## src/rtl/axis_adder_arbiter.sv

```systemverilog
// axis_adder_arbiter
// Shares one single-transaction AXI-Stream adder among c_NUM_REQ requesters.
// Requesters are granted round-robin. The selected operand pair is issued to
// the adder and the sum is returned tagged with the owner's index. Exactly one
// operation is in flight at a time. Adder results that arrive while idle are
// stale (for example, left in the adder across a reset). They are dropped and
// counted.

module axis_adder_arbiter #(
    parameter int c_WIDTH    = 8,
    parameter int c_NUM_REQ  = 4,
    parameter int c_ID_WIDTH = 2
) (
    input  logic                           clk,
    input  logic                           rst,
    input  logic [c_NUM_REQ*2*c_WIDTH-1:0] s_req_tdata,
    input  logic [c_NUM_REQ-1:0]           s_req_tvalid,
    output logic [c_NUM_REQ-1:0]           s_req_tready,
    output logic [2*c_WIDTH-1:0]           m_add_tdata,
    output logic                           m_add_tvalid,
    input  logic                           m_add_tready,
    input  logic [c_WIDTH-1:0]             s_res_tdata,
    input  logic                           s_res_tvalid,
    output logic                           s_res_tready,
    output logic [c_WIDTH-1:0]             m_axis_tdata,
    output logic [c_ID_WIDTH-1:0]          m_axis_tid,
    output logic                           m_axis_tvalid,
    input  logic                           m_axis_tready,
    output logic [7:0]                     discard_count
);

    localparam int c_PAIR = 2 * c_WIDTH;

    typedef enum logic [1:0] {
        ST_IDLE    = 2'd0,
        ST_ISSUE   = 2'd1,
        ST_WAIT    = 2'd2,
        ST_DELIVER = 2'd3
    } state_t;

    state_t                  state_r;
    logic [c_ID_WIDTH-1:0]   rr_r;
    logic [c_ID_WIDTH-1:0]   grant_r;
    logic [c_PAIR-1:0]       add_data_r;
    logic                    add_vld_r;
    logic [c_WIDTH-1:0]      res_data_r;
    logic [c_ID_WIDTH-1:0]   res_id_r;
    logic                    res_vld_r;
    logic [7:0]              disc_r;

    logic [c_ID_WIDTH-1:0]   grant_s;
    logic                    grant_vld_s;
    logic [c_NUM_REQ-1:0]    req_ready_s;
    logic [c_ID_WIDTH-1:0]   rr_next_s;
    logic [c_PAIR-1:0]       req_data_s [c_NUM_REQ];
    int                      idx_s;

    // The flat operand bus is split into one entry per requester, so the
    // granted pair can be selected with a narrow index.
    for (genvar gi = 0; gi < c_NUM_REQ; gi++) begin : g_req_data
        assign req_data_s[gi] = s_req_tdata[gi*c_PAIR +: c_PAIR];
    end

    // Round-robin search: the first valid requester at or after rr_r, wrapping.
    always_comb begin
        grant_s     = '0;
        grant_vld_s = 1'b0;
        idx_s       = 0;
        for (int k = 0; k < c_NUM_REQ; k++) begin
            idx_s = int'(rr_r) + k;
            if (idx_s >= c_NUM_REQ) begin
                idx_s = idx_s - c_NUM_REQ;
            end else begin
                idx_s = idx_s;
            end
            if (!grant_vld_s && s_req_tvalid[idx_s[c_ID_WIDTH-1:0]]) begin
                grant_s     = idx_s[c_ID_WIDTH-1:0];
                grant_vld_s = 1'b1;
            end else begin
                grant_s     = grant_s;
                grant_vld_s = grant_vld_s;
            end
        end
    end

    // Requester ready is the one-hot grant, offered only while idle.
    always_comb begin
        req_ready_s = '0;
        if (state_r == ST_IDLE && grant_vld_s) begin
            req_ready_s[grant_s] = 1'b1;
        end else begin
            req_ready_s = '0;
        end
    end

    // The pointer after a delivery moves to the requester after the owner, modulo c_NUM_REQ.
    always_comb begin
        if (grant_r == c_ID_WIDTH'(c_NUM_REQ - 1)) begin
            rr_next_s = '0;
        end else begin
            rr_next_s = grant_r + c_ID_WIDTH'(1);
        end
    end

    // Control FSM with the registered stream outputs and the stale-result counter.
    always_ff @(posedge clk) begin
        if (rst) begin
            state_r    <= ST_IDLE;
            rr_r       <= '0;
            grant_r    <= '0;
            add_data_r <= '0;
            add_vld_r  <= 1'b0;
            res_data_r <= '0;
            res_id_r   <= '0;
            res_vld_r  <= 1'b0;
            disc_r     <= 8'd0;
        end else begin
            if (state_r == ST_IDLE && s_res_tvalid && disc_r != 8'hFF) begin
                disc_r <= disc_r + 8'd1;
            end
            case (state_r)
                ST_IDLE: begin
                    if (grant_vld_s) begin
                        add_data_r <= req_data_s[grant_s];
                        grant_r    <= grant_s;
                        add_vld_r  <= 1'b1;
                        state_r    <= ST_ISSUE;
                    end
                end
                ST_ISSUE: begin
                    if (m_add_tready) begin
                        add_vld_r <= 1'b0;
                        state_r   <= ST_WAIT;
                    end
                end
                ST_WAIT: begin
                    if (s_res_tvalid) begin
                        res_data_r <= s_res_tdata;
                        res_id_r   <= grant_r;
                        res_vld_r  <= 1'b1;
                        state_r    <= ST_DELIVER;
                    end
                end
                ST_DELIVER: begin
                    if (m_axis_tready) begin
                        res_vld_r <= 1'b0;
                        rr_r      <= rr_next_s;
                        state_r   <= ST_IDLE;
                    end
                end
                default: begin
                    state_r <= ST_IDLE;
                end
            endcase
        end
    end

    assign s_req_tready  = req_ready_s;
    assign s_res_tready  = (state_r == ST_IDLE) || (state_r == ST_WAIT);
    assign m_add_tdata   = add_data_r;
    assign m_add_tvalid  = add_vld_r;
    assign m_axis_tdata  = res_data_r;
    assign m_axis_tid    = res_id_r;
    assign m_axis_tvalid = res_vld_r;
    assign discard_count = disc_r;

endmodule

```

## config.mk

```make
export PLATFORM = sky130hd
export DESIGN_NAME = axis_adder_arbiter
export DESIGN_NICKNAME = d
export VERILOG_FILES = /design/src/rtl/axis_adder_arbiter.sv
export SDC_FILE = /design/constraint.sdc
export NUM_CORES = 1
export LEC_CHECK = 0
export ABC_AREA = 1
export CELL_PAD_IN_SITES_DETAIL_PLACEMENT = 0
export CELL_PAD_IN_SITES_GLOBAL_PLACEMENT = 1
export CORE_UTILIZATION = 28
export CTS_CLUSTER_SIZE = 25
export DETAILED_ROUTE_END_ITERATION = 10
export PLACE_DENSITY = 0.85
export SLEW_MARGIN = 20
export SYNTH_ARGS = -nofsm -noshare
export SYNTH_HDL_FRONTEND = slang
export SYNTH_SLANG_ARGS = --single-unit
export TNS_END_PERCENT = 30
```

## constraint.sdc

```tcl
create_clock -name clk -period 2.4 [get_ports clk]
set_input_delay 0.6 -clock clk [delete_from_list [all_inputs] [get_ports clk]]
set_output_delay 0.6 -clock clk [all_outputs]
set_load 0.01 [all_outputs]
```

==> run_results.csv <==
group,metric,value,unit
power,internal_power,0.00225,W
power,p_comb_share,60.6,%
global_routing,grt_remaining_overflow,0,
min_path,min-delay-start,"discard_count[4]",
global_routing,grt_pass1_vias,3075,
synthesis,ys_warn_count,0,
sta,setup_slack,-0.0856,ns
sta,finalSetupViolations,4,
clock_network,cts_sinks,42,
global_routing,grt_start_max_net_pins,34,
placed_design,routabilityCongestion,0.851,
cells_and_area,final_layout_size_suffix_gt1_share,16.1,%
synthesis,syn-instance-count,461,
drt,wl_per_cell,12.0,µm
sta,period_needed,2.49,ns
power,p_per_area,847,nW/µm²
sta,tightest_slew,0.358,ns
synthesis,ys_async_sr_fraction,0,%
cells_and_area,nets,684,
critical_path,cp_max_fo,6,
floorplanning,core_region_area,9730,µm²
sta,slew_headroom,76.1,%
drt,drt_iter0_drc,88,
critical_path,worstPathRequired,1.80,ns
min_path,hold-path-cell-count,2,
synthesis,synthTopCellsByCount,"nand2_1, inv_1, nand3_1",
global_routing,grt_antenna_before_repair,0,
critical_path,path_class,"flop to primary output",
placed_design,portBuffers,121,
sta,fmax,402,MHz
placed_design,place_hpwl,6540,µm
min_path,min_to,"discard_count[4]",
synthesis,synth_most_common_cell,"nand2_1",
floorplanning,rows,36,
drt,drc,0,
cells_and_area,syn_to_final_growth,62.5,%
synthesis,yosys.area.top_type_share,30.0,%
critical_path,rrSetupSlack,0.11,ns
sta,finalCritPeriodShare,104,%
sta,finalHoldViolCount,0,
sta,fin_hold_ws,0.471,ns
job,cap_viol_max_count,0,
drt,vias_per_cell,4.57,
floorplanning,initial_core_util,28.8,%
sta,final_max_slew_viol_count,0,
sta,setup-tns-final,-0.296,ns
synthesis,syn_avg_cell_area,6.08,µm²
clock_network,cts_root_buf,"clkbuf_8",
run_status,status,"finished, violations left",
power,p_sw_share,41.7,%
synthesis,synthesis.nets,548,
synthesis,synth_edf_count,0,
synthesis,synth_area_leaders,"dfxtp_1, nand2_1, inv_1",
critical_path,start_kind,"flop",
clock_network,cts_tree,"yes",
run_status,violations,"negative setup slack",
drt,firstDrtPassIters,4,
clock_network,cts_htree_levels,2,
synthesis,syn_area,2800,µm²
cells_and_area,diodes,0,
synthesis,synth.yosys.seq_area_share,30.0,%
floorplanning,pin_count,122,
sta,rsz0062_at_grt,"true",
clock_network,hold_buffers,0,
power,ir_drop,0.413,mV
min_path,hold_path_class,"flop to flop",
critical_path,reg2reg_depth,18,
clock_network,cts_buffer_depth,2,
drt,drtAntennaViolNets,0,
critical_path,r2r-start,"rr_r[0]",
global_routing,grt_usage,17.2,%
power,p_seq_share,27.0,%
power,clkPwrFrac,12.4,%
critical_path,cp.arrival,1.89,ns
clock_network,path_clk_slew,0.08,ns
drt,vias,3341,
power,power_leakage,2.18,nW
floorplanning,die_area,10400,µm²
synthesis,yosys_register_bits,42,
power,power.switching,0.00161,W
floorplanning,die_y,102,µm
synthesis,yosys_most_used_dff,"dfxtp_1",
critical_path,cp-end-kind,"primary output",
critical_path,r2r_end,"m_add_tdata[2]",
drt,finalWirelength,8760,µm
sta,skew,0.00553,ns
global_routing,grt_pass1_wl,14100,µm
floorplanning,die_w,102,µm
synthesis,synthDistinctLibCells,32,
synthesis,netlist.top_cell.by_area,"dfxtp_1",
clock_network,cts_made_buffers,5,
clock_network,insertion_delay,0.29,ns
area by class of cell:
cell class,instances,area (µm²)
tap,133,166
sequential,42,846
multi-input combinational,311,1650
clock buffer,6,82.6
clock inverter,2,12.5
inverter,85,334
timing repair buffer,151,1460
fill,1033,5170
timing repair inverter,1,6.26
metrics by stage:
step / power, W / instances / instance area [µm²] / setup slack [ns] / utilization, %
4_1_cts: 0.00384 / 730 / 4460 / -0.101 / 45.8
2_1_floorplan: 0.00230 / 461 / 2800 / 0.0521 / -
3_3_place_gp: 0.00327 / 717 / 4280 / -0.727 / 44.0
6_report: 0.00386 / 731 / 4560 / -0.0856 / 46.8
5_1_grt: 0.00421 / 731 / 4560 / -0.198 / 46.8
3_5_place_dp: 0.00330 / 717 / 4280 / -0.809 / 44.0
placed cells by master, fill, tap and decap left out, types with 8 or more instances in the layout:
master and n:
inv_2 12, buf_4 26, nand2_4 8, nand3_1 45, inv_1 71, o21ai_0 22
nand2_2 12, nand2_1 110, nand4_1 32, clkdlybuf4s50_1 112, dfxtp_1 40, nor2_1 39
a21oi_1 15
state kept, by name, summed over array words and instances, names as in the netlist:
register and cells:
m_add_tdata 16, discard_count 8, m_axis_tdata 8, grant_r 2
m_axis_tid 2, rr_r 2, state_r 2, m_add_tvalid 1
m_axis_tvalid 1
cell families (layout without fill, tap and decap cells):
| logic type | count (synthesis) | count (layout) | synth area share (%) |
|---|---|---|---|
| adder cells (fa/ha/maj) | 6 | 6 | 2.68 |
| flip-flops | 42 | 42 | 30.0 |
| AND/OR/NAND/NOR | 261 | 261 | 43.0 |
| buffers and inverters | 108 | 245 | 16.2 |
| AO/OA/AOI/OAI | 44 | 44 | 8.12 |
metal layers:
| layer | wire length, µm | track usage (%) | up-vias |
|---|---|---|---|
| met1 | 3920 | 20.9 | 1486 |
| met3 | 657 | 4.51 | 9 |
| met2 | 4100 | 30.5 | 114 |
| li1 | - | - | 1732 |
| met4 | 78 | 3.08 | 0 |
| met5 | 0 | 0 | - |
how the worst max path moves through the flow:
| stage | start | cells past startpoint | to | slack (ns) |
|---|---|---|---|---|
| floorplan | s_req_tvalid[3] | 12 | s_req_tready[2] | 0.05 |
| global placement | s_req_tvalid[3] | 14 | s_req_tready[0] | -0.73 |
| detailed placement | s_req_tvalid[3] | 12 | s_req_tready[2] | -0.81 |
| CTS | rr_r[0] | 14 | s_req_tready[2] | -0.10 |
| global route | rr_r[0] | 14 | s_req_tready[2] | -0.20 |
| finish | rr_r[0] | 14 | s_req_tready[3] | -0.09 |
critical path, stage by stage, from the launching register on:
cell and delay, ns:
dfxtp_4 0.37, buf_12 0.14, clkinv_8 0.06, nand2_2 0.07
nand2_4 0.09, nand2_2 0.05, nand2_2 0.08, nor2_4 0.05
buf_4 0.13, nand3_4 0.08, nand2_8 0.08, nor2_8 0.12
inv_2 0.04, nor2_1 0.10, buf_2 0.13
power by group through the flow:
stage,Sequential (W),Clock (W),Combinational (W)
2_1_floorplan,0.00112,0,0.00118
3_3_place_gp,0.00105,0,0.00222
3_5_place_dp,0.00105,0,0.00225
4_1_cts,0.00104,0.000503,0.00229
5_1_grt,0.00107,0.000528,0.00261
6_report,0.00104,0.000478,0.00234
repair_timing:
action / 4_1_cts / 5_1_grt
resized for setup: 50 / 25
buffers inserted: 4 / 0
setup endpoints to repair: 21 / 14
pin swaps: 15 / 9
gates cloned: 1 / 1
Power figures use the tool's default switching activity.
